===== src/rtl/dbi_rx_cmd_decoder_pkg.sv =====
// Shared constants, window defaults and FSM state encoding for the DBI RX command decoder.
package dbi_pkg;

  localparam int DBI_IF_D_W = 8;
  localparam int COORD_W    = 16;
  localparam int PXL_W      = 16;

  localparam logic [DBI_IF_D_W-1:0] NOP_CMD = 8'h00;

  localparam logic [COORD_W-1:0] DEF_COL_S   = 16'd0;
  localparam logic [COORD_W-1:0] DEF_COL_END = 16'd319;
  localparam logic [COORD_W-1:0] DEF_ROW_S   = 16'd0;
  localparam logic [COORD_W-1:0] DEF_ROW_END = 16'd239;

  localparam logic [2:0] ST_IDLE    = 3'd0;
  localparam logic [2:0] ST_COL     = 3'd1;
  localparam logic [2:0] ST_ROW     = 3'd2;
  localparam logic [2:0] ST_MEM_WR  = 3'd3;
  localparam logic [2:0] ST_DISCARD = 3'd4;

  typedef enum logic [2:0] {
    S_IDLE    = ST_IDLE,
    S_COL     = ST_COL,
    S_ROW     = ST_ROW,
    S_MEM_WR  = ST_MEM_WR,
    S_DISCARD = ST_DISCARD
  } rx_state_e;

endpackage


===== src/rtl/dbi_rx_cmd_decoder_if.sv =====
// Beat stream from the DBI RX PHY and RGB565 pixel stream towards the pixel sink.
interface dbi_rx_cmd_decoder_if;
  import dbi_pkg::*;

  logic                  drp_dbi_hrst_i;
  logic [DBI_IF_D_W-1:0] drp_rx_cmd_typ_i;
  logic [DBI_IF_D_W-1:0] drp_rx_cmd_dat_i;
  logic                  drp_rx_no_dat_i;
  logic                  drp_rx_last_i;
  logic                  drp_rx_vld_i;
  logic                  drp_rx_rdy_o;

  logic [PXL_W-1:0]      pxl_d_o;
  logic [COORD_W-1:0]    pxl_x_o;
  logic [COORD_W-1:0]    pxl_y_o;
  logic                  pxl_frm_last_o;
  logic                  pxl_vld_o;
  logic                  pxl_rdy_i;

  // master is the decoder side, slave is the PHY plus pixel sink side
  modport master (
    input  drp_dbi_hrst_i, drp_rx_cmd_typ_i, drp_rx_cmd_dat_i, drp_rx_no_dat_i,
    input  drp_rx_last_i, drp_rx_vld_i, pxl_rdy_i,
    output drp_rx_rdy_o, pxl_d_o, pxl_x_o, pxl_y_o, pxl_frm_last_o, pxl_vld_o
  );

  modport slave (
    output drp_dbi_hrst_i, drp_rx_cmd_typ_i, drp_rx_cmd_dat_i, drp_rx_no_dat_i,
    output drp_rx_last_i, drp_rx_vld_i, pxl_rdy_i,
    input  drp_rx_rdy_o, pxl_d_o, pxl_x_o, pxl_y_o, pxl_frm_last_o, pxl_vld_o
  );

endinterface


===== src/rtl/dbi_rx_win_cnt.sv =====
// x/y pixel position walker inside the current address window, with end-of-frame flag.
module dbi_rx_win_cnt
  import dbi_pkg::*;
(
  input  logic               clk,
  input  logic               rst,
  input  logic               i_load,
  input  logic               i_advance,
  input  logic [COORD_W-1:0] i_col_s,
  input  logic [COORD_W-1:0] i_col_e,
  input  logic [COORD_W-1:0] i_row_s,
  input  logic [COORD_W-1:0] i_row_e,
  output logic [COORD_W-1:0] o_x,
  output logic [COORD_W-1:0] o_y,
  output logic               o_frm_last
);

  logic [COORD_W-1:0] r_x;
  logic [COORD_W-1:0] r_y;
  logic               w_x_wrap;
  logic               w_y_wrap;

  assign w_x_wrap   = (r_x == i_col_e);
  assign w_y_wrap   = (r_y == i_row_e);
  assign o_x        = r_x;
  assign o_y        = r_y;
  assign o_frm_last = w_x_wrap && w_y_wrap;

  always_ff @(posedge clk or posedge rst) begin
    if (rst) begin
      r_x <= '0;
      r_y <= '0;
    end else if (i_load) begin
      r_x <= i_col_s;
      r_y <= i_row_s;
    end else if (i_advance) begin
      if (w_x_wrap) begin
        r_x <= i_col_s;
        r_y <= w_y_wrap ? i_row_s : r_y + COORD_W'(1);
      end else begin
        r_x <= r_x + COORD_W'(1);
      end
    end
  end

endmodule


===== src/rtl/dbi_rx_cmd_decoder.sv =====
// DBI RX command decoder: window registers, display-on, memory-write to RGB565 pixels.
// Optional error event counter output err_cnt_o when DBI_RX_ERR_CNT_EN is defined.
module dbi_rx_cmd_decoder
  import dbi_pkg::*;
(
  input  logic                  clk,
  input  logic                  rst,
  input  logic [DBI_IF_D_W-1:0] addr_soft_rst_i,
  input  logic [DBI_IF_D_W-1:0] addr_disp_on_i,
  input  logic [DBI_IF_D_W-1:0] addr_col_i,
  input  logic [DBI_IF_D_W-1:0] addr_row_i,
  input  logic [DBI_IF_D_W-1:0] addr_mem_wr_i,
  dbi_rx_cmd_decoder_if.master  bus,
  output logic [COORD_W-1:0]    col_s_o,
  output logic [COORD_W-1:0]    col_e_o,
  output logic [COORD_W-1:0]    row_s_o,
  output logic [COORD_W-1:0]    row_e_o,
  output logic                  disp_on_o,
`ifdef DBI_RX_ERR_CNT_EN
  output logic [15:0]           err_cnt_o,
`endif
  output logic                  err_o
);

  rx_state_e             r_state, w_state_nxt;
  logic [1:0]            r_beat, w_beat_nxt;
  logic [DBI_IF_D_W-1:0] r_sh0, r_sh1, r_sh2, r_hi;
  logic                  r_odd, w_odd_nxt;
  logic [COORD_W-1:0]    r_col_s, r_col_e, r_row_s, r_row_e;
  logic                  r_disp_on, r_err;
  logic [PXL_W-1:0]      r_pxl_d;
  logic [COORD_W-1:0]    r_pxl_x, r_pxl_y;
  logic                  r_pxl_last, r_pxl_vld;

  logic                  w_hrst, w_rdy, w_hs, w_last;
  logic [DBI_IF_D_W-1:0] w_typ, w_dat;
  logic [COORD_W-1:0]    w_win_s, w_win_e, w_cnt_x, w_cnt_y;
  logic                  w_win_ok, w_cnt_last;
  logic                  w_sh_we, w_col_we, w_row_we, w_hi_we, w_pxl_load, w_cnt_load;
  logic                  w_err_set, w_soft_rst, w_disp_on_set, w_win_rst;
  logic [1:0]            w_sh_idx;

  assign w_hrst  = bus.drp_dbi_hrst_i;
  assign w_typ   = bus.drp_rx_cmd_typ_i;
  assign w_dat   = bus.drp_rx_cmd_dat_i;
  assign w_last  = bus.drp_rx_last_i;
  assign w_rdy   = w_hrst ? 1'b0 :
                   (r_state == S_MEM_WR) ? (~r_pxl_vld | bus.pxl_rdy_i) : 1'b1;
  assign w_hs    = bus.drp_rx_vld_i && w_rdy;
  assign w_win_s = {r_sh0, r_sh1};
  assign w_win_e = {r_sh2, w_dat};
  assign w_win_ok  = (w_win_s <= w_win_e);
  assign w_sh_idx  = (r_state == S_IDLE) ? 2'd0 : r_beat;
  assign w_win_rst = w_hrst || w_soft_rst;

  // Beat-level decode; every action below is qualified by an accepted handshake.
  always_comb begin
    w_state_nxt   = r_state;
    w_beat_nxt    = r_beat;
    w_odd_nxt     = r_odd;
    w_sh_we       = 1'b0;
    w_col_we      = 1'b0;
    w_row_we      = 1'b0;
    w_hi_we       = 1'b0;
    w_pxl_load    = 1'b0;
    w_cnt_load    = 1'b0;
    w_err_set     = 1'b0;
    w_soft_rst    = 1'b0;
    w_disp_on_set = 1'b0;
    if (w_hs) begin
      unique case (r_state)
        S_IDLE: begin
          w_beat_nxt = 2'd0;
          w_odd_nxt  = 1'b0;
          if (w_typ == addr_soft_rst_i) begin
            w_soft_rst = 1'b1;
            if (!w_last) w_state_nxt = S_DISCARD;
          end else if (w_typ == addr_disp_on_i) begin
            w_disp_on_set = 1'b1;
            if (!w_last) w_state_nxt = S_DISCARD;
          end else if (w_typ == addr_col_i || w_typ == addr_row_i) begin
            if (w_last) begin
              w_err_set = 1'b1;
            end else begin
              w_state_nxt = (w_typ == addr_col_i) ? S_COL : S_ROW;
              if (!bus.drp_rx_no_dat_i) begin
                w_sh_we    = 1'b1;
                w_beat_nxt = 2'd1;
              end
            end
          end else if (w_typ == addr_mem_wr_i) begin
            w_cnt_load = 1'b1;
            if (!bus.drp_rx_no_dat_i) begin
              w_hi_we   = 1'b1;
              w_odd_nxt = 1'b1;
              if (w_last) w_err_set = 1'b1;
            end
            if (!w_last) w_state_nxt = S_MEM_WR;
          end else begin
            w_err_set = 1'b1;
            if (!w_last) w_state_nxt = S_DISCARD;
          end
        end
        S_COL, S_ROW: begin
          if (r_beat == 2'd3) begin
            if (w_win_ok) begin
              w_col_we = (r_state == S_COL);
              w_row_we = (r_state == S_ROW);
            end else begin
              w_err_set = 1'b1;
            end
            if (w_last) begin
              w_state_nxt = S_IDLE;
            end else begin
              w_err_set   = 1'b1;
              w_state_nxt = S_DISCARD;
            end
          end else begin
            w_sh_we    = 1'b1;
            w_beat_nxt = r_beat + 2'd1;
            if (w_last) begin
              w_err_set   = 1'b1;
              w_state_nxt = S_IDLE;
            end
          end
        end
        S_MEM_WR: begin
          if (r_odd) begin
            w_pxl_load = 1'b1;
            w_odd_nxt  = 1'b0;
          end else begin
            w_hi_we   = 1'b1;
            w_odd_nxt = 1'b1;
            if (w_last) w_err_set = 1'b1;
          end
          if (w_last) w_state_nxt = S_IDLE;
        end
        S_DISCARD: begin
          if (w_last) w_state_nxt = S_IDLE;
        end
        default: w_state_nxt = S_IDLE;
      endcase
    end
  end

  always_ff @(posedge clk or posedge rst) begin
    if (rst) begin
      r_state <= S_IDLE;
      r_beat  <= 2'd0;
      r_odd   <= 1'b0;
    end else if (w_hrst) begin
      r_state <= S_IDLE;
      r_beat  <= 2'd0;
      r_odd   <= 1'b0;
    end else begin
      r_state <= w_state_nxt;
      r_beat  <= w_beat_nxt;
      r_odd   <= w_odd_nxt;
    end
  end

  always_ff @(posedge clk or posedge rst) begin
    if (rst) begin
      r_sh0 <= '0;
      r_sh1 <= '0;
      r_sh2 <= '0;
      r_hi  <= '0;
    end else begin
      if (w_sh_we && w_sh_idx == 2'd0) r_sh0 <= w_dat;
      if (w_sh_we && w_sh_idx == 2'd1) r_sh1 <= w_dat;
      if (w_sh_we && w_sh_idx == 2'd2) r_sh2 <= w_dat;
      if (w_hi_we) r_hi <= w_dat;
    end
  end

  // Hardware reset on the bus and soft reset both restore the power-up window.
  always_ff @(posedge clk or posedge rst) begin
    if (rst) begin
      r_col_s   <= DEF_COL_S;
      r_col_e   <= DEF_COL_END;
      r_row_s   <= DEF_ROW_S;
      r_row_e   <= DEF_ROW_END;
      r_disp_on <= 1'b0;
      r_err     <= 1'b0;
    end else if (w_win_rst) begin
      r_col_s   <= DEF_COL_S;
      r_col_e   <= DEF_COL_END;
      r_row_s   <= DEF_ROW_S;
      r_row_e   <= DEF_ROW_END;
      r_disp_on <= 1'b0;
      r_err     <= 1'b0;
    end else begin
      if (w_col_we) begin
        r_col_s <= w_win_s;
        r_col_e <= w_win_e;
      end
      if (w_row_we) begin
        r_row_s <= w_win_s;
        r_row_e <= w_win_e;
      end
      if (w_disp_on_set) r_disp_on <= 1'b1;
      if (w_err_set)     r_err     <= 1'b1;
    end
  end

  dbi_rx_win_cnt u_win_cnt (
    .clk        (clk),
    .rst        (rst),
    .i_load     (w_cnt_load),
    .i_advance  (w_pxl_load),
    .i_col_s    (r_col_s),
    .i_col_e    (r_col_e),
    .i_row_s    (r_row_s),
    .i_row_e    (r_row_e),
    .o_x        (w_cnt_x),
    .o_y        (w_cnt_y),
    .o_frm_last (w_cnt_last)
  );

  // A load only happens when the register is empty or draining, so no pixel is overwritten.
  always_ff @(posedge clk or posedge rst) begin
    if (rst) begin
      r_pxl_vld  <= 1'b0;
      r_pxl_d    <= '0;
      r_pxl_x    <= '0;
      r_pxl_y    <= '0;
      r_pxl_last <= 1'b0;
    end else if (w_hrst) begin
      r_pxl_vld  <= 1'b0;
    end else if (w_pxl_load) begin
      r_pxl_vld  <= 1'b1;
      r_pxl_d    <= {r_hi, w_dat};
      r_pxl_x    <= w_cnt_x;
      r_pxl_y    <= w_cnt_y;
      r_pxl_last <= w_cnt_last;
    end else if (bus.pxl_rdy_i) begin
      r_pxl_vld  <= 1'b0;
    end
  end

`ifdef DBI_RX_ERR_CNT_EN
  logic [15:0] r_err_cnt;

  always_ff @(posedge clk or posedge rst) begin
    if (rst) begin
      r_err_cnt <= '0;
    end else if (w_err_set && r_err_cnt != 16'hFFFF) begin
      r_err_cnt <= r_err_cnt + 16'd1;
    end
  end

  assign err_cnt_o = r_err_cnt;
`endif

  assign bus.drp_rx_rdy_o   = w_rdy;
  assign bus.pxl_d_o        = r_pxl_d;
  assign bus.pxl_x_o        = r_pxl_x;
  assign bus.pxl_y_o        = r_pxl_y;
  assign bus.pxl_frm_last_o = r_pxl_last;
  assign bus.pxl_vld_o      = r_pxl_vld;
  assign col_s_o            = r_col_s;
  assign col_e_o            = r_col_e;
  assign row_s_o            = r_row_s;
  assign row_e_o            = r_row_e;
  assign disp_on_o          = r_disp_on;
  assign err_o              = r_err;

endmodule


===== src/flat_wrapper.sv =====
// flat-port wrapper written by rule: the top's interface ports become plain ports
module dbi_rx_cmd_decoder_flat import dbi_pkg::*;
  (clk, rst, addr_soft_rst_i, addr_disp_on_i, addr_col_i, addr_row_i, addr_mem_wr_i, col_s_o, col_e_o, row_s_o, row_e_o, disp_on_o, err_o, bus_drp_dbi_hrst_i, bus_drp_rx_cmd_typ_i, bus_drp_rx_cmd_dat_i, bus_drp_rx_no_dat_i, bus_drp_rx_last_i, bus_drp_rx_vld_i, bus_pxl_rdy_i, bus_drp_rx_rdy_o, bus_pxl_d_o, bus_pxl_x_o, bus_pxl_y_o, bus_pxl_frm_last_o, bus_pxl_vld_o);
  dbi_rx_cmd_decoder_if bus_i ();
  input  logic clk;
  input  logic rst;
  input  logic [DBI_IF_D_W-1:0] addr_soft_rst_i;
  input  logic [DBI_IF_D_W-1:0] addr_disp_on_i;
  input  logic [DBI_IF_D_W-1:0] addr_col_i;
  input  logic [DBI_IF_D_W-1:0] addr_row_i;
  input  logic [DBI_IF_D_W-1:0] addr_mem_wr_i;
  output logic [COORD_W-1:0] col_s_o;
  output logic [COORD_W-1:0] col_e_o;
  output logic [COORD_W-1:0] row_s_o;
  output logic [COORD_W-1:0] row_e_o;
  output logic disp_on_o;
  output logic err_o;
  input wire logic [$bits(bus_i.drp_dbi_hrst_i)-1:0] bus_drp_dbi_hrst_i;
  input wire logic [$bits(bus_i.drp_rx_cmd_typ_i)-1:0] bus_drp_rx_cmd_typ_i;
  input wire logic [$bits(bus_i.drp_rx_cmd_dat_i)-1:0] bus_drp_rx_cmd_dat_i;
  input wire logic [$bits(bus_i.drp_rx_no_dat_i)-1:0] bus_drp_rx_no_dat_i;
  input wire logic [$bits(bus_i.drp_rx_last_i)-1:0] bus_drp_rx_last_i;
  input wire logic [$bits(bus_i.drp_rx_vld_i)-1:0] bus_drp_rx_vld_i;
  input wire logic [$bits(bus_i.pxl_rdy_i)-1:0] bus_pxl_rdy_i;
  output wire logic [$bits(bus_i.drp_rx_rdy_o)-1:0] bus_drp_rx_rdy_o;
  output wire logic [$bits(bus_i.pxl_d_o)-1:0] bus_pxl_d_o;
  output wire logic [$bits(bus_i.pxl_x_o)-1:0] bus_pxl_x_o;
  output wire logic [$bits(bus_i.pxl_y_o)-1:0] bus_pxl_y_o;
  output wire logic [$bits(bus_i.pxl_frm_last_o)-1:0] bus_pxl_frm_last_o;
  output wire logic [$bits(bus_i.pxl_vld_o)-1:0] bus_pxl_vld_o;
  assign bus_i.drp_dbi_hrst_i = bus_drp_dbi_hrst_i;
  assign bus_i.drp_rx_cmd_typ_i = bus_drp_rx_cmd_typ_i;
  assign bus_i.drp_rx_cmd_dat_i = bus_drp_rx_cmd_dat_i;
  assign bus_i.drp_rx_no_dat_i = bus_drp_rx_no_dat_i;
  assign bus_i.drp_rx_last_i = bus_drp_rx_last_i;
  assign bus_i.drp_rx_vld_i = bus_drp_rx_vld_i;
  assign bus_i.pxl_rdy_i = bus_pxl_rdy_i;
  assign bus_drp_rx_rdy_o = bus_i.drp_rx_rdy_o;
  assign bus_pxl_d_o = bus_i.pxl_d_o;
  assign bus_pxl_x_o = bus_i.pxl_x_o;
  assign bus_pxl_y_o = bus_i.pxl_y_o;
  assign bus_pxl_frm_last_o = bus_i.pxl_frm_last_o;
  assign bus_pxl_vld_o = bus_i.pxl_vld_o;
  dbi_rx_cmd_decoder u_core (.clk(clk), .rst(rst), .addr_soft_rst_i(addr_soft_rst_i), .addr_disp_on_i(addr_disp_on_i), .addr_col_i(addr_col_i), .addr_row_i(addr_row_i), .addr_mem_wr_i(addr_mem_wr_i), .bus(bus_i), .col_s_o(col_s_o), .col_e_o(col_e_o), .row_s_o(row_s_o), .row_e_o(row_e_o), .disp_on_o(disp_on_o), .err_o(err_o));
endmodule

===== config.mk =====
export PLATFORM = sky130hd
export DESIGN_NAME = dbi_rx_cmd_decoder_flat
export DESIGN_NICKNAME = d
export VERILOG_FILES = /design/src/rtl/dbi_rx_cmd_decoder_pkg.sv /design/src/rtl/dbi_rx_cmd_decoder_if.sv /design/src/rtl/dbi_rx_win_cnt.sv /design/src/rtl/dbi_rx_cmd_decoder.sv /design/src/flat_wrapper.sv
export SDC_FILE = /design/constraint.sdc
export NUM_CORES = 1
export LEC_CHECK = 0
export CAP_MARGIN = 10
export CORE_MARGIN = 3
export CORE_UTILIZATION = 50
export DETAILED_ROUTE_END_ITERATION = 16
export DONT_BUFFER_PORTS = 1
export PLACE_DENSITY_LB_ADDON = 0.05
export SLEW_MARGIN = 25
export SYNTH_ARGS = -nofsm -noshare
export SYNTH_HDL_FRONTEND = slang
export SYNTH_HIERARCHICAL = 1
export SYNTH_SLANG_ARGS = --single-unit

===== constraint.sdc =====
create_clock -name clk -period 13.6 [get_ports clk]
set_clock_uncertainty 0.15 [all_clocks]
set_input_delay 1.36 -clock clk [delete_from_list [all_inputs] [get_ports clk]]
set_output_delay 1.36 -clock clk [all_outputs]
set_load 0.005 [all_outputs]

==> results by stage, run 1 <==
Logic synthesis:
- The post-synthesis cell type with the largest combined area is dfrtp_1.
- The number of synthesized flops with an enable pin is 0.
- The predominant post-synthesis flop cell is dfrtp_1.
- The commonest cells after synthesis are nand2_1, dfrtp_1, o21ai_0.
- Ranked by total cell area, the synthesized netlist is headed by dfrtp_1, nand2_1, o21ai_0.
- The post-synthesis cell count is 1066.
- The proportion of synthesized chip area in sequential cells is 47.8%.
- The warning count from the yosys run is 6.
- After synthesis, the share of flip-flops with an asynchronous set or reset is 100%.
- A synthesized cell averages 9.17 sq um.
- The net count of the mapped netlist is 1148.
- In this run the cell area of the synthesized design comes to 9770 sq um.
- The synthesized design contains 186 register bits.
- The most common cell in the netlist is nand2_1.
- The number of distinct standard cells referenced by the synthesized netlist is 72.
- The share of the synthesized area in the top cell type is 44.0%.

Die:
- The area enclosed by the die boundary is 21300 sq um.
- From left edge to right edge, the die measures 146 um.
- The die height is 146 um.
- The number of core rows is 50.
- The region available for standard cell placement spans 19000 sq um.
- During I/O placement, the number of pins put on the boundary was 180.
- The initial cell density of the core is 51.6%.

Timing:
- The share of the clock period used by the worst path after layout is 26.8%.
- Setup repair after global routing left no endpoint under its margin.
- The smallest clock period supported by the final layout is computed as 3.64 ns.
- The transition time at the pin with the least slew margin is 0.992 ns.
- The final-report max-slew violation count came to 0.
- The final count of negative-setup-slack endpoints is 0.
- The highest clock rate is 0.274 GHz.
- Adding up every negative setup slack in the final design gives 0 ns.
- The hold violation count in the final report came to 0.
- Headroom to the max-slew limit came out at 33.9%.

Detailed routing:
- Summing over every cut layer, the via total after detailed routing is 7826.
- In the final routed layout, each cell accounts on average for 21.7 um.
- The DRC violation total after the first TritonRoute iteration is 747.
- The pre-antenna-repair detailed-routing pass consisted of 5 iterations.
- After detailed routing, the number of remaining DRC violations is 0.
- In this run the remaining antenna-violating nets after routing total 0.
- Dividing the detail-routed via count by the number of cells gives 6.02.
- The total detailed-routing wirelength is 28200 um.

Setup path:
- Walking the worst path, the cells encountered are nand2b_1 -> o2111a_1 -> nand3_1 -> nor2_1 -> o21ai_0.
- The family with the most delay on the worst path is simple AND/OR/NAND/NOR gates.
- The kind of end point of the critical path is a flop.
- The category of the worst setup path launch point is a primary input.
- By startpoint and endpoint, the worst setup path is classified as primary input to flop.
- The arrival time at the worst endpoint is 3.76 ns.
- The largest single stage delay on the critical path is 0.89 ns.
- Together, buffers and inverters on the worst path number 0.
- The critical path's slowest cell is nor2_1.
- Tracing the worst setup path back leads to its startpoint at bus_pxl_rdy_i.
- The endpoint required time on the critical path is 13.71 ns.
- In this run the worst path has a maximum fanout of 18.
- The startpoint identified for the worst register-to-register timing path is u_core/r_sh0[5]$_DFFE_PP0P_.

Cells and area:
- Of the cells placed in the final design, the portion with a size suffix greater than 1 is 10.4%.
- After the last flow step, the layout net total stands at 1109.
- Summing all multi-input logic gate instances after layout gives 4680 sq um.
- The filler cells instantiated in the layout total 1759.
- The number of antenna diodes in the final layout is 0.
- The area taken by flip-flops and latches is 4670 sq um.
- The area growth from synthesis to layout is 7.13%.
- The finished cells cover 10500 sq um.

Clock tree:
- The number of levels the H-tree was split into is 4.
- The clock net in this run drives a total of 186 sinks.
- Clock latency on the worst-skew pair, taken at its later pin, is 0.43 ns.
- The clock tree root driver cell is clkbuf_16.
- The number of setup buffers added after CTS is 0.
- The clock passes through at most 2 buffers.
- The number of clock buffers added by TritonCTS is 17.
- Clock-pin slew was measured on the worst setup and hold paths at 0.07 ns.
- Once the clock tree was built, the resizer swapped 0 gates to a different size.
- The TritonCTS clock tree is yes.
- The post-cts hold buffer count is 0.

Placement:
- The wire-length estimate of the detail-placed layout is 20300 um.
- After detailed placement, the total cell area comes to 9880 sq um.
- At the end of routability-driven placement, the weighted congestion stood at 0.892.
- During placement, the flow inserted port buffers numbering 0.

Global route:
- The via count of the first global-routing pass came to 7432.
- Global routing consumed, over all layers together, 26.1% of the routing resources.
- The initial antenna violation count is 0.
- The total overflow left after global routing is 0.
- Entering global routing, the biggest net connects 87 pins.
- The first global-routing pass estimated 44000 um of wire.

Pwr:
- The share of total power in the clock network is 44.7%.
- The switching share of total power is 23.6%.
- For this design the total switching power over the nets is 265 uW.
- The power per cell area is 107 nW/um^2.
- IR analysis of the VDD net gives a maximum drop of 0.0939 mV.
- In this run, the combinational gates consume 4.4% of the power.
- The leakage power figure is 0.00480 uW.
- The part of the power in registers is 50.9%.
- The internal power of the cells totals 856 uW.

Outcome:
- The flow ran to the end, and the final reports show no timing, DRC or antenna violations.

Min path:
- The startpoint identified for the worst hold timing path is u_core/r_hi[4]$_DFFE_PP0P_.
- In this run the worst hold path is classified as flop to flop.

Run:
- The number of maximum-capacitance constraint violations is 0.
-- per-stage QoR --
stage	power [uW]	setup slack, ns	cells	util, %	hold slack, ns
2_1_floorplan	618	7.96	1066	-	0.283
3_3_place_gp	630	9.47	1268	52.1	0.299
3_5_place_dp	631	9.37	1268	52.1	0.305
4_1_cts	1130	9.83	1300	55.2	0.324
5_1_grt	1160	9.76	1300	55.2	0.348
6_report	1120	9.96	1300	55.2	0.320
-- layout make-up --
cell class              count  area share (%)
multi-input cells         779            44.7
flip-flops and latches    186            44.6
clock inverters            13            1.37
well taps                 260            3.11
inverters                  33            1.23
repair buffers             10           0.717
clock buffers              19            4.23
-- cell usage in the layout, fill, tap and decap left out, types with 3 or more instances in the layout --
cell,synthesis,routed
clkinv_4,0,5
nor3_1,20,19
and3_1,7,7
o22ai_1,6,6
inv_1,32,31
dfstp_2,14,14
or2_2,3,3
nor2_1,28,28
a211oi_1,3,3
dfrtp_1,172,172
xor2_1,55,55
mux2i_1,6,6
nand4_1,31,31
mux2_2,24,24
o22a_1,7,7
nand3_1,51,51
o211ai_1,19,19
nor4_2,4,4
nor4_1,14,14
nor2b_1,4,4
a31oi_1,6,6
ha_1,19,19
clkinv_2,0,4
o21ai_0,111,111
o21a_1,3,3
a21oi_1,67,66
clkbuf_16,0,17
nand2_1,219,219
nor3b_1,3,3
xnor2_1,19,19
nand2b_1,4,4
buf_4,4,10
-- power by group through the flow --
stage / Combinational (uW) / Sequential (uW) / Clock (uW)
CTS: 50.1 / 570 / 510
floorplan: 42.9 / 575 / 0
detailed placement: 50.0 / 581 / 0
global placement: 49.5 / 581 / 0
global route: 56.1 / 571 / 534
finish: 49.5 / 571 / 501
-- path summary, 6_finish.rpt --
| path | endpoint | slack [ns] | cells after the start |
|---|---|---|---|
| max | u_core/row_e_o[11]$_DFFE_PP0P_ | 9.96 | 5 |
| min | u_core/bus.pxl_d_o[12]$_DFFE_PP0P_ | 0.32 | 2 |
| max reg2reg | u_core/row_e_o[11]$_DFFE_PP0P_ | 10.23 | 8 |
| min reg2reg | u_core/bus.pxl_d_o[12]$_DFFE_PP0P_ | 0.32 | 2 |
| max in group asynchronous | u_core/row_e_o[8]$_DFFE_PP0P_ | 11.12 | 2 |
| min in group asynchronous | u_core/u_win_cnt/o_x[2]$_DFFE_PP0P_ | 0.75 | 2 |
-- flip-flops by register name (all words and copies together) (netlist names), 2 cells and up --
name and flops:
u_core/r_sh0 8, u_core/row_s_o 16, u_core/row_e_o 16, u_core/r_sh2 8, u_core/u_win_cnt/o_x 16, u_core/r_hi 8
u_core/col_e_o 16, u_core/r_sh1 8, u_core/bus.pxl_y_o 16, u_core/r_beat 2, u_core/bus.pxl_x_o 16, u_core/u_win_cnt/o_y 16
u_core/bus.pxl_d_o 16, u_core/col_s_o 16, u_core/r_state 3
-- routing by layer --
metal | wire length (um) | global-route usage, %
met5 | 0 | 0
met2 | 13500 | 41.2
met4 | 671 | 7.79
met3 | 1490 | 4.76
met1 | 12600 | 36.9
-- worst register-to-register path, cell delays in order (launching register included) --
cell,delay (ns)
dfrtp_1,0.47
ha_1,0.34
a211oi_1,0.21
o22ai_1,0.11
or4_1,0.47
o31a_1,0.26
buf_4,0.23
nor2_1,0.70
o21ai_0,0.24
-- cells by family after synthesis --
logic type	after synthesis	synth area share (%)
and+or+nand+nor	407	19.8
AOI/OAI and AO/OA	247	15.0
buffers and inverters	101	4.74
DFF	186	47.8
xor gates and xnor gates	74	6.63
muxes	30	3.38
adders and majority gates	21	2.64
(Power assumes the default switching activity.)
==> run 2: changes to the inputs <==
==> constraint.sdc (replaced) <==
create_clock -name clk -period 3.8 [get_ports clk]
set_clock_uncertainty 0.15 [all_clocks]
set_input_delay 0.38 -clock clk [delete_from_list [all_inputs] [get_ports clk]]
set_output_delay 0.38 -clock clk [all_outputs]
set_load 0.005 [all_outputs]
==> run 2 against run 1 <==
Clock power rose to 3.8 times the previous value. Register-to-register slack worse by 9.6 ns. Sequential power rose to 3.6 times the previous value. Critical path depth grew 4. Sequential share of layout area fell by 1.0 points. Final area grew 2.3%. Core utilization rose by 1.3 points. Worst hold slack worse by 0.30 ns. Highest routed layer unchanged. Critical endpoint is now u_core/u_win_cnt/o_x[10]$_DFFE_PP0P_. Cell count rose by 1.6%.
==> results by stage, run 2 (synthesized netlist as in run 1, its figures left out) <==
Outcome:
- The flow ran to the end, and the final reports show no timing, DRC or antenna violations.

Pwr:
- The worst vdd rail ir drop is 0.350 mV (+270%).
- The overall power is 4130 uW (+270%).
- The leakage power figure is 0.00492 uW (+2.5%).
- The power per cell area is 386 nW/um^2 (+260%).

Timing:
- The setup TNS after final layout came to 0 ns (unchanged).
- The final count of negative-setup-slack endpoints is 0 (unchanged).
- The post-route minimum period is 3.15 ns.
- Dividing the final minimum period by the clock period gives 82.8%.
- The final-report max-slew violation count is 0 (unchanged).
- The hold violation count in the final report is 0 (unchanged).
- The relative slew slack is 38.3% (+4.4 points).
- Static timing analysis puts the maximum clock frequency at 0.318 GHz.
- Setup repair after global routing left no endpoint under its margin.
- The transition time at the pin with the least slew margin is 0.924 ns (-0.0684 ns).

Global route:
- The wire length of the first global-routing pass came to 44700 um (+1.6%).
- The total global routing track utilization is 26.7% (+0.62 points).
- The total grt overflow is 0 (unchanged).
- The pin count of the biggest net entering global routing is 66 (-24%).
- The via count of the first global-routing pass is 7549 (+1.6%).
- The initial antenna violation count is 0 (unchanged).

Clock tree:
- The maximum root-to-sink buffer count came to 2 (unchanged).
- The clock-pin slew of the registers on the worst-case setup and hold paths is 0.07 ns (about the same).
- The number of gates given a new drive strength after cts is 0 (unchanged).
- TritonCTS built the clock tree.
- The number of levels the H-tree was split into was 4 (unchanged).
- The root buffer cell chosen for the clock tree is clkbuf_16.
- The worst-skew pair later-pin latency is 0.43 ns (about the same).
- The number of clock buffers inserted by TritonCTS is 17 (unchanged).
- The number of setup buffers added after CTS came to 0 (unchanged).
- The sink count of the clock tree is 186 (unchanged).

Cells and area:
- The share of layout cells above drive strength 1 was 11.1% (+0.74 points).
- The finished layout cell area was 10700 sq um (+2.3%).
- The growth of design area from synthesis to finish is 9.60%.
- The post-route non-filler standard cell count is 1321 (+1.6%).
- The count of filler cells inserted in the layout is 1709 (-2.8%).
- The area used by multi-input combinational logic came to 4670 sq um (-0.13%).
- In the layout the commonest cells are nand2_1, dfrtp_1, o21ai_0.
- The utilization after layout is 56.5% (+1.3 points).
- The number of nets in the layout is 1130 (+1.9%).
- The area taken by flip-flops and latches is 4670 sq um (unchanged).
- The antenna diode count is 0 (unchanged).
- The most common cell after layout, fill and taps aside is nand2_1.

Die:
- The number of core rows is 50 (unchanged).
- The horizontal die dimension was 146 um (unchanged).
- The die height is 146 um (unchanged).
- The area of the core region is 19000 sq um (unchanged).
- The boundary pin count is 180 (unchanged).
- The initial cell density of the core came to 51.6% (unchanged).
- The area enclosed by the die boundary is 21300 sq um (unchanged).

Detailed routing:
- The post-detailed-route DRC marker count is 0 (unchanged).
- The DRC violation total after the first TritonRoute iteration is 598 (-20%).
- The detailed-route via count is 7864 (+0.49%).
- The total detailed-routing wirelength is 28800 um (+2.1%).
- The mean number of vias per cell is 5.95 (-1.1%).
- The average wire per cell in the routed design was 21.8 um (+0.47%).
- The number of iterations in the first detailed-routing pass came to 5 (unchanged).
- The remaining antenna violation count is 0 (unchanged).

Setup path:
- The arrival time at the worst endpoint was 3.32 ns (-0.44 ns).
- The kind of end point of the critical path is a flop.
- The startpoint identified for the worst register-to-register timing path is u_core/r_state[1]$_DFFE_PP0P_.
- Grouping stages by cell kind, the critical path spends the most delay in simple AND/OR/NAND/NOR gates.
- The critical path in this run is classified as flop to flop.
- The length in cells of the worst reg-to-reg path is 9 (+1).
- The worst register-to-register path ends at u_core/u_win_cnt/o_x[10]$_DFFE_PP0P_.
- The setup slack on the worst flop-to-flop path is 0.65 ns (-9.58 ns).
- STA classifies the critical path startpoint as a flop.
- The largest incremental delay on the critical path was 0.67 ns (-0.22 ns).
- The endpoint required time on the critical path came to 3.97 ns (-9.74 ns).
- The largest fanout of any net on the critical path is 12 (-6).
- The slowest stage of the critical path is the nor2_1 cell.
- The number of buffers and inverters on the critical path is 1 (+1).
- The critical path goes through nand2_1 -> nor3_1 -> nor3_1 -> nand2_1 -> nor3_2 -> buf_4 -> nor2_1 -> a21oi_1 -> o221a_2.

Min path:
- The origin of the worst min-delay path is bus_drp_rx_cmd_dat_i[0].
- The worst min-delay path endpoint is u_core/row_e_o[0]$_DFFE_PP1P_.
- The number of stages on the worst hold path is 2 (unchanged).
- The type of the worst min-delay path is primary input to flop.

Placement:
- The final RePlAce weighted congestion was 0.883 (-0.95%).
- The half-perimeter wire length after detailed placement came to 20500 um (+0.76%).
- The number of I/O port buffers is 0 (unchanged).
- The instance count after placement with tap cells included is 1277 (+0.71%).
- The placed instance area is 9970 sq um (+0.92%).

Run:
- The number of maximum-capacitance constraint violations came to 0 (unchanged).
-- run 2: where the power goes --
part	total (uW)	switching, uW	internal [uW]
clock	1890	818	1070
combinational	204	125	79.0
sequential	2040	34.7	2000
-- run 2: stage by stage --
step | hold slack, ns | setup slack [ns]
floorplan | 0.283 | 0.996
global placement | 0.243 | 0.712
global route | 0.0104 | 0.458
finish | 0.0157 | 0.652
detailed placement | 0.248 | 0.738
CTS | 0.00340 | 0.723
-- run 2: what timing repair did --
action / in CTS / in global routing
hold buffers: 11 / 1
setup endpoints to repair: 0 / 0
hold endpoints to repair: 113 / 1
-- run 2: worst reg2reg max path, delay by kind of cell (launching register included) --
family,cells,cell delay [ns]
AO/OA/AOI/OAI,2,0.35
flip-flops,1,0.57
buffers and inverters,1,0.21
AND/OR/NAND/NOR,6,1.76
-- run 2: layout make-up --
cell class | count | area share [%]
repair buffers | 31 | 2.69
clock buffers | 18 | 4.10
multi-input cells | 779 | 43.6
well taps | 260 | 3.04
inverters | 33 | 1.19
flip-flops and latches | 186 | 43.6
clock inverters | 14 | 1.72
-- run 2: how the worst max path moves through the flow --
stage,startpoint,endpoint,slack (ns),cells after the start
3_5_place_dp,u_core/r_state[1]$_DFFE_PP0P_,u_core/u_win_cnt/o_x[10]$_DFFE_PP0P_,0.74,9
4_1_cts,u_core/r_state[1]$_DFFE_PP0P_,u_core/u_win_cnt/o_x[10]$_DFFE_PP0P_,0.72,9
2_1_floorplan,bus_drp_rx_cmd_typ_i[6],u_core/u_win_cnt/o_x[7]$_DFFE_PP0P_,1.0,11
3_3_place_gp,u_core/r_state[1]$_DFFE_PP0P_,u_core/u_win_cnt/o_x[10]$_DFFE_PP0P_,0.71,9
6_report,u_core/r_state[1]$_DFFE_PP0P_,u_core/u_win_cnt/o_x[10]$_DFFE_PP0P_,0.65,9
5_1_grt,u_core/r_state[1]$_DFFE_PP0P_,u_core/u_win_cnt/o_x[10]$_DFFE_PP0P_,0.46,9
-- run 2: metal layers --
layer	vias up	wire, um	track usage, %
li1	3692	-	-
met1	3842	12400	37.0
met2	291	13900	42.8
met3	39	1950	5.70
met4	0	572	7.50
met5	-	0	0
==> run 3: changes to the inputs <==
==> constraint.sdc (replaced) <==
create_clock -name clk -period 3.23 [get_ports clk]
set_clock_uncertainty 0.15 [all_clocks]
set_input_delay 0.323 -clock clk [delete_from_list [all_inputs] [get_ports clk]]
set_output_delay 0.323 -clock clk [all_outputs]
set_load 0.005 [all_outputs]
==> run 3 against run 2 <==
Setup slack worse by 0.49 ns. Maximum frequency up 2.4%. Combinational power up 28%. Via count up 0.32%. Clock power up 17%. Critical path depth down 2. Die area unchanged. Sequential power up 17%. Total power up 17%. Register-to-register slack worse by 0.49 ns. Cell count up 1.5%. Largest cell class unchanged.
==> results by stage, run 3 (synthesized netlist as in run 1, its figures left out) <==
Timing:
- The share of the clock period used by the worst path after layout is 95.1% (+12 points).
- The hold violation count in the final report was 0 (unchanged).
- The final-report max-slew violation count is 0 (unchanged).
- The highest clock rate was 0.325 GHz (+2.4%).
- The setup TNS after final layout came to 0 ns (unchanged).
- The relative slew slack came to 42.3% (+4.0 points).
- The transition time at the pin with the least slew margin is 0.862 ns (-0.0616 ns).
- The final hold slack is 0.0525 ns (+0.0367 ns).
- The post-route minimum period is 3.07 ns (-0.0751 ns).
- The final count of negative-setup-slack endpoints came to 0 (unchanged).
- The final worst-path setup slack is 0.157 ns (-0.495 ns).
- Setup repair after global routing left no endpoint under its margin.

Min path:
- The startpoint identified for the worst hold timing path is bus_drp_dbi_hrst_i.
- The type of the worst min-delay path is primary input to flop.

Setup path:
- The worst setup path is captured at a flop.
- The critical path startpoint is u_core/r_state[2]$_DFFE_PP0P_.
- The arrival time at the worst endpoint is 3.25 ns (-0.07 ns).
- Broken down by cell family, the worst path's largest delay share belongs to buffers and inverters.
- The endpoint required time on the critical path is 3.41 ns (-0.56 ns).
- The category of the worst setup path launch point is a flop.
- The largest fanout of any net on the critical path is 9 (-3).
- The number of buffers and inverters on the critical path is 3 (+2).
- The length in cells of the worst reg-to-reg path is 7 (-2).
- The setup slack on the worst flop-to-flop path is 0.16 ns (-0.49 ns).
- Walking the worst path, the cells encountered are inv_1 -> o2111a_1 -> buf_4 -> nand3_1 -> nor3b_2 -> mux2_2 -> dlygate4sd3_1.
- The critical path depth in cells is 7 (-2).
- The startpoint of the lowest-slack register-to-register path is u_core/r_state[2]$_DFFE_PP0P_.
- The largest incremental delay on the critical path was 0.59 ns (-0.08 ns).
- The slowest stage of the critical path belongs to the cell nor3b_2.
- The worst setup path endpoint is u_core/r_sh1[7]$_DFFE_PP0P_.
- The critical path is of the flop to flop type.
- The endpoint identified for the worst register-to-register timing path is u_core/r_sh1[7]$_DFFE_PP0P_.

Global route:
- The total global routing track utilization is 26.9% (+0.18 points).
- The total grt overflow is 0 (unchanged).
- The initial antenna violation count is 1 (+1).
- The pin count of the biggest net entering global routing is 58 (-12%).
- The via count of the first global-routing pass is 7612 (+0.83%).
- The wire length of the first global-routing pass is 45200 um (+1.2%).

Cells and area:
- Leaving out fill and tap cells, the most frequent cell in the layout is nand2_1.
- The number of nets in the layout is 1149 (+1.7%).
- The share of layout cells above drive strength 1 was 12.3% (+1.2 points).
- The finished layout cell area came to 10900 sq um (+1.9%).
- The utilization after layout is 57.6% (+1.1 points).
- The growth of design area from synthesis to finish is 11.7%.
- Leaving out fill and tap cells, the most frequent cells in the layout are nand2_1, dfrtp_1, o21ai_0.

Placement:
- The number of I/O port buffers is 0 (unchanged).
- The pre-CTS setup slack is 0.0875 ns (-0.651 ns).
- The placed instance area came to 10000 sq um (+0.52%).
- The final RePlAce weighted congestion is 0.878 (-0.59%).
- The half-perimeter wire length after detailed placement was 21000 um (+2.4%).

Detailed routing:
- The average wire per cell in the routed design was 21.5 um (-1.6%).
- The post-detailed-route DRC marker count came to 0 (unchanged).
- The DRC violation total after the first TritonRoute iteration is 738 (+23%).
- The detailed-route via count was 7889 (+0.32%).
- The number of iterations in the first detailed-routing pass was 5 (unchanged).
- The total detailed-routing wirelength is 28800 um (about the same).
- The mean number of vias per cell was 5.88 (-1.2%).
- The remaining antenna violation count is 0 (unchanged).

Die:
- The die height is 146 um (unchanged).
- The area of the core region is 19000 sq um (unchanged).
- The initial cell density of the core was 51.6% (unchanged).
- The area enclosed by the die boundary is 21300 sq um (unchanged).
- The boundary pin count came to 180 (unchanged).
- The horizontal die dimension is 146 um (unchanged).
- The number of core rows is 50 (unchanged).

Clock tree:
- The maximum root-to-sink buffer count is 2 (unchanged).
- The worst-skew pair later-pin latency is 0.44 ns (about the same).
- The sink count of the clock tree is 186 (unchanged).
- The clock tree root driver cell is clkbuf_16.
- The number of levels the H-tree was split into is 4 (unchanged).
- The clock-pin slew of the registers on the worst-case setup and hold paths is 0.07 ns (about the same).
- The TritonCTS clock tree is yes.
- The number of clock buffers inserted by TritonCTS is 17 (unchanged).

Pwr:
- The worst vdd rail ir drop is 0.363 mV (+3.6%).
- The portion of total power attributed to combinational logic came to 5.4% (+0.5 points).
- The power dissipated by switching net loads is 1200 uW (+23%).
- The part of the power in registers is 49.2% (about the same).
- The share of total power in the clock network came to 45.4% (-0.4 points).
- The internal power summed over all cells is 3650 uW (+16%).
- The leakage power figure is 0.00503 uW (+2.2%).
- The switching share of total power is 24.8% (+1.1 points).
- The power per cell area is 445 nW/um^2 (+15%).

Run:
- The number of maximum-capacitance constraint violations is 0 (unchanged).

Outcome:
- The flow ran to the end, and the final reports show no timing, DRC or antenna violations.
==> run 3: changes by cell type in the layout (fill, tap and decap cells not counted), sizes merged <==
cell,before,now
buf,19,31
bufinv,3,2
clkbuf,18,17
diode,0,1
dlygate4sd3,12,19
inv,38,40
==> run 3: layer usage <==
layer / GRT usage (%) / up-vias / part of all wire, %
met5: 0 / - / 0
met4: 8.02 / 0 / 2.2
met3: 6.60 / 42 / 6.2
met2: 42.1 / 260 / 47
met1: 37.3 / 3830 / 44
li1: - / 3757 / -
==> run 3: power groups by stage <==
stage	logic, uW	registers (uW)	clock network (uW)
3_3_place_gp	224	2430	0
5_1_grt	290	2390	2360
4_1_cts	255	2390	2250
2_1_floorplan	181	2420	0
6_report	261	2390	2210
3_5_place_dp	227	2430	0
==> run 3: final cells by class <==
class / instances / area, sq um
diodes: 1 / 2.50
clock buffers: 17 / 425
clock inverters: 15 / 199
fillers: 1714 / 8040
inverters: 33 / 128
multi-input cells: 779 / 4680
flip-flops and latches: 186 / 4670
well taps: 260 / 325
repair buffers: 50 / 480
==> run 3: what timing repair did <==
action                                  4_1_cts  5_1_grt
resized for setup                             0        2
endpoints found under the hold margin       121        2
hold buffers                                 18        1
endpoints found under the setup margin        0       27
buffers inserted                              0        6
==> run 3: how the worst min path moves through the flow <==
stage                                                      to  slack, ns  cells past startpoint
final                            u_core/disp_on_o$_DFFE_PP0P_       0.05                      3
after global routing             u_core/disp_on_o$_DFFE_PP0P_       0.08                      3
after CTS                       u_core/col_e_o[1]$_DFFE_PP1P_       0.03                      2
after floorplan             u_core/bus.pxl_y_o[5]$_DFFE_PP0P_       0.28                      2
after detailed placement  u_core/u_win_cnt/o_x[1]$_DFFE_PP0P_       0.19                      2
after global placement    u_core/u_win_cnt/o_x[0]$_DFFE_PP0P_       0.18                      2
==> run 3: tightest hold or removal path: stages <==
cell,delay (ns)
nor4_1,0.08
a21oi_1,0.14
nor2b_1,0.05
==> run 3: metrics by stage <==
stage | power [uW] | cells
3_3_place_gp | 2650 | 1282
5_1_grt | 5050 | 1341
2_1_floorplan | 2600 | 1066
3_5_place_dp | 2660 | 1282
6_report | 4860 | 1341
4_1_cts | 4900 | 1332
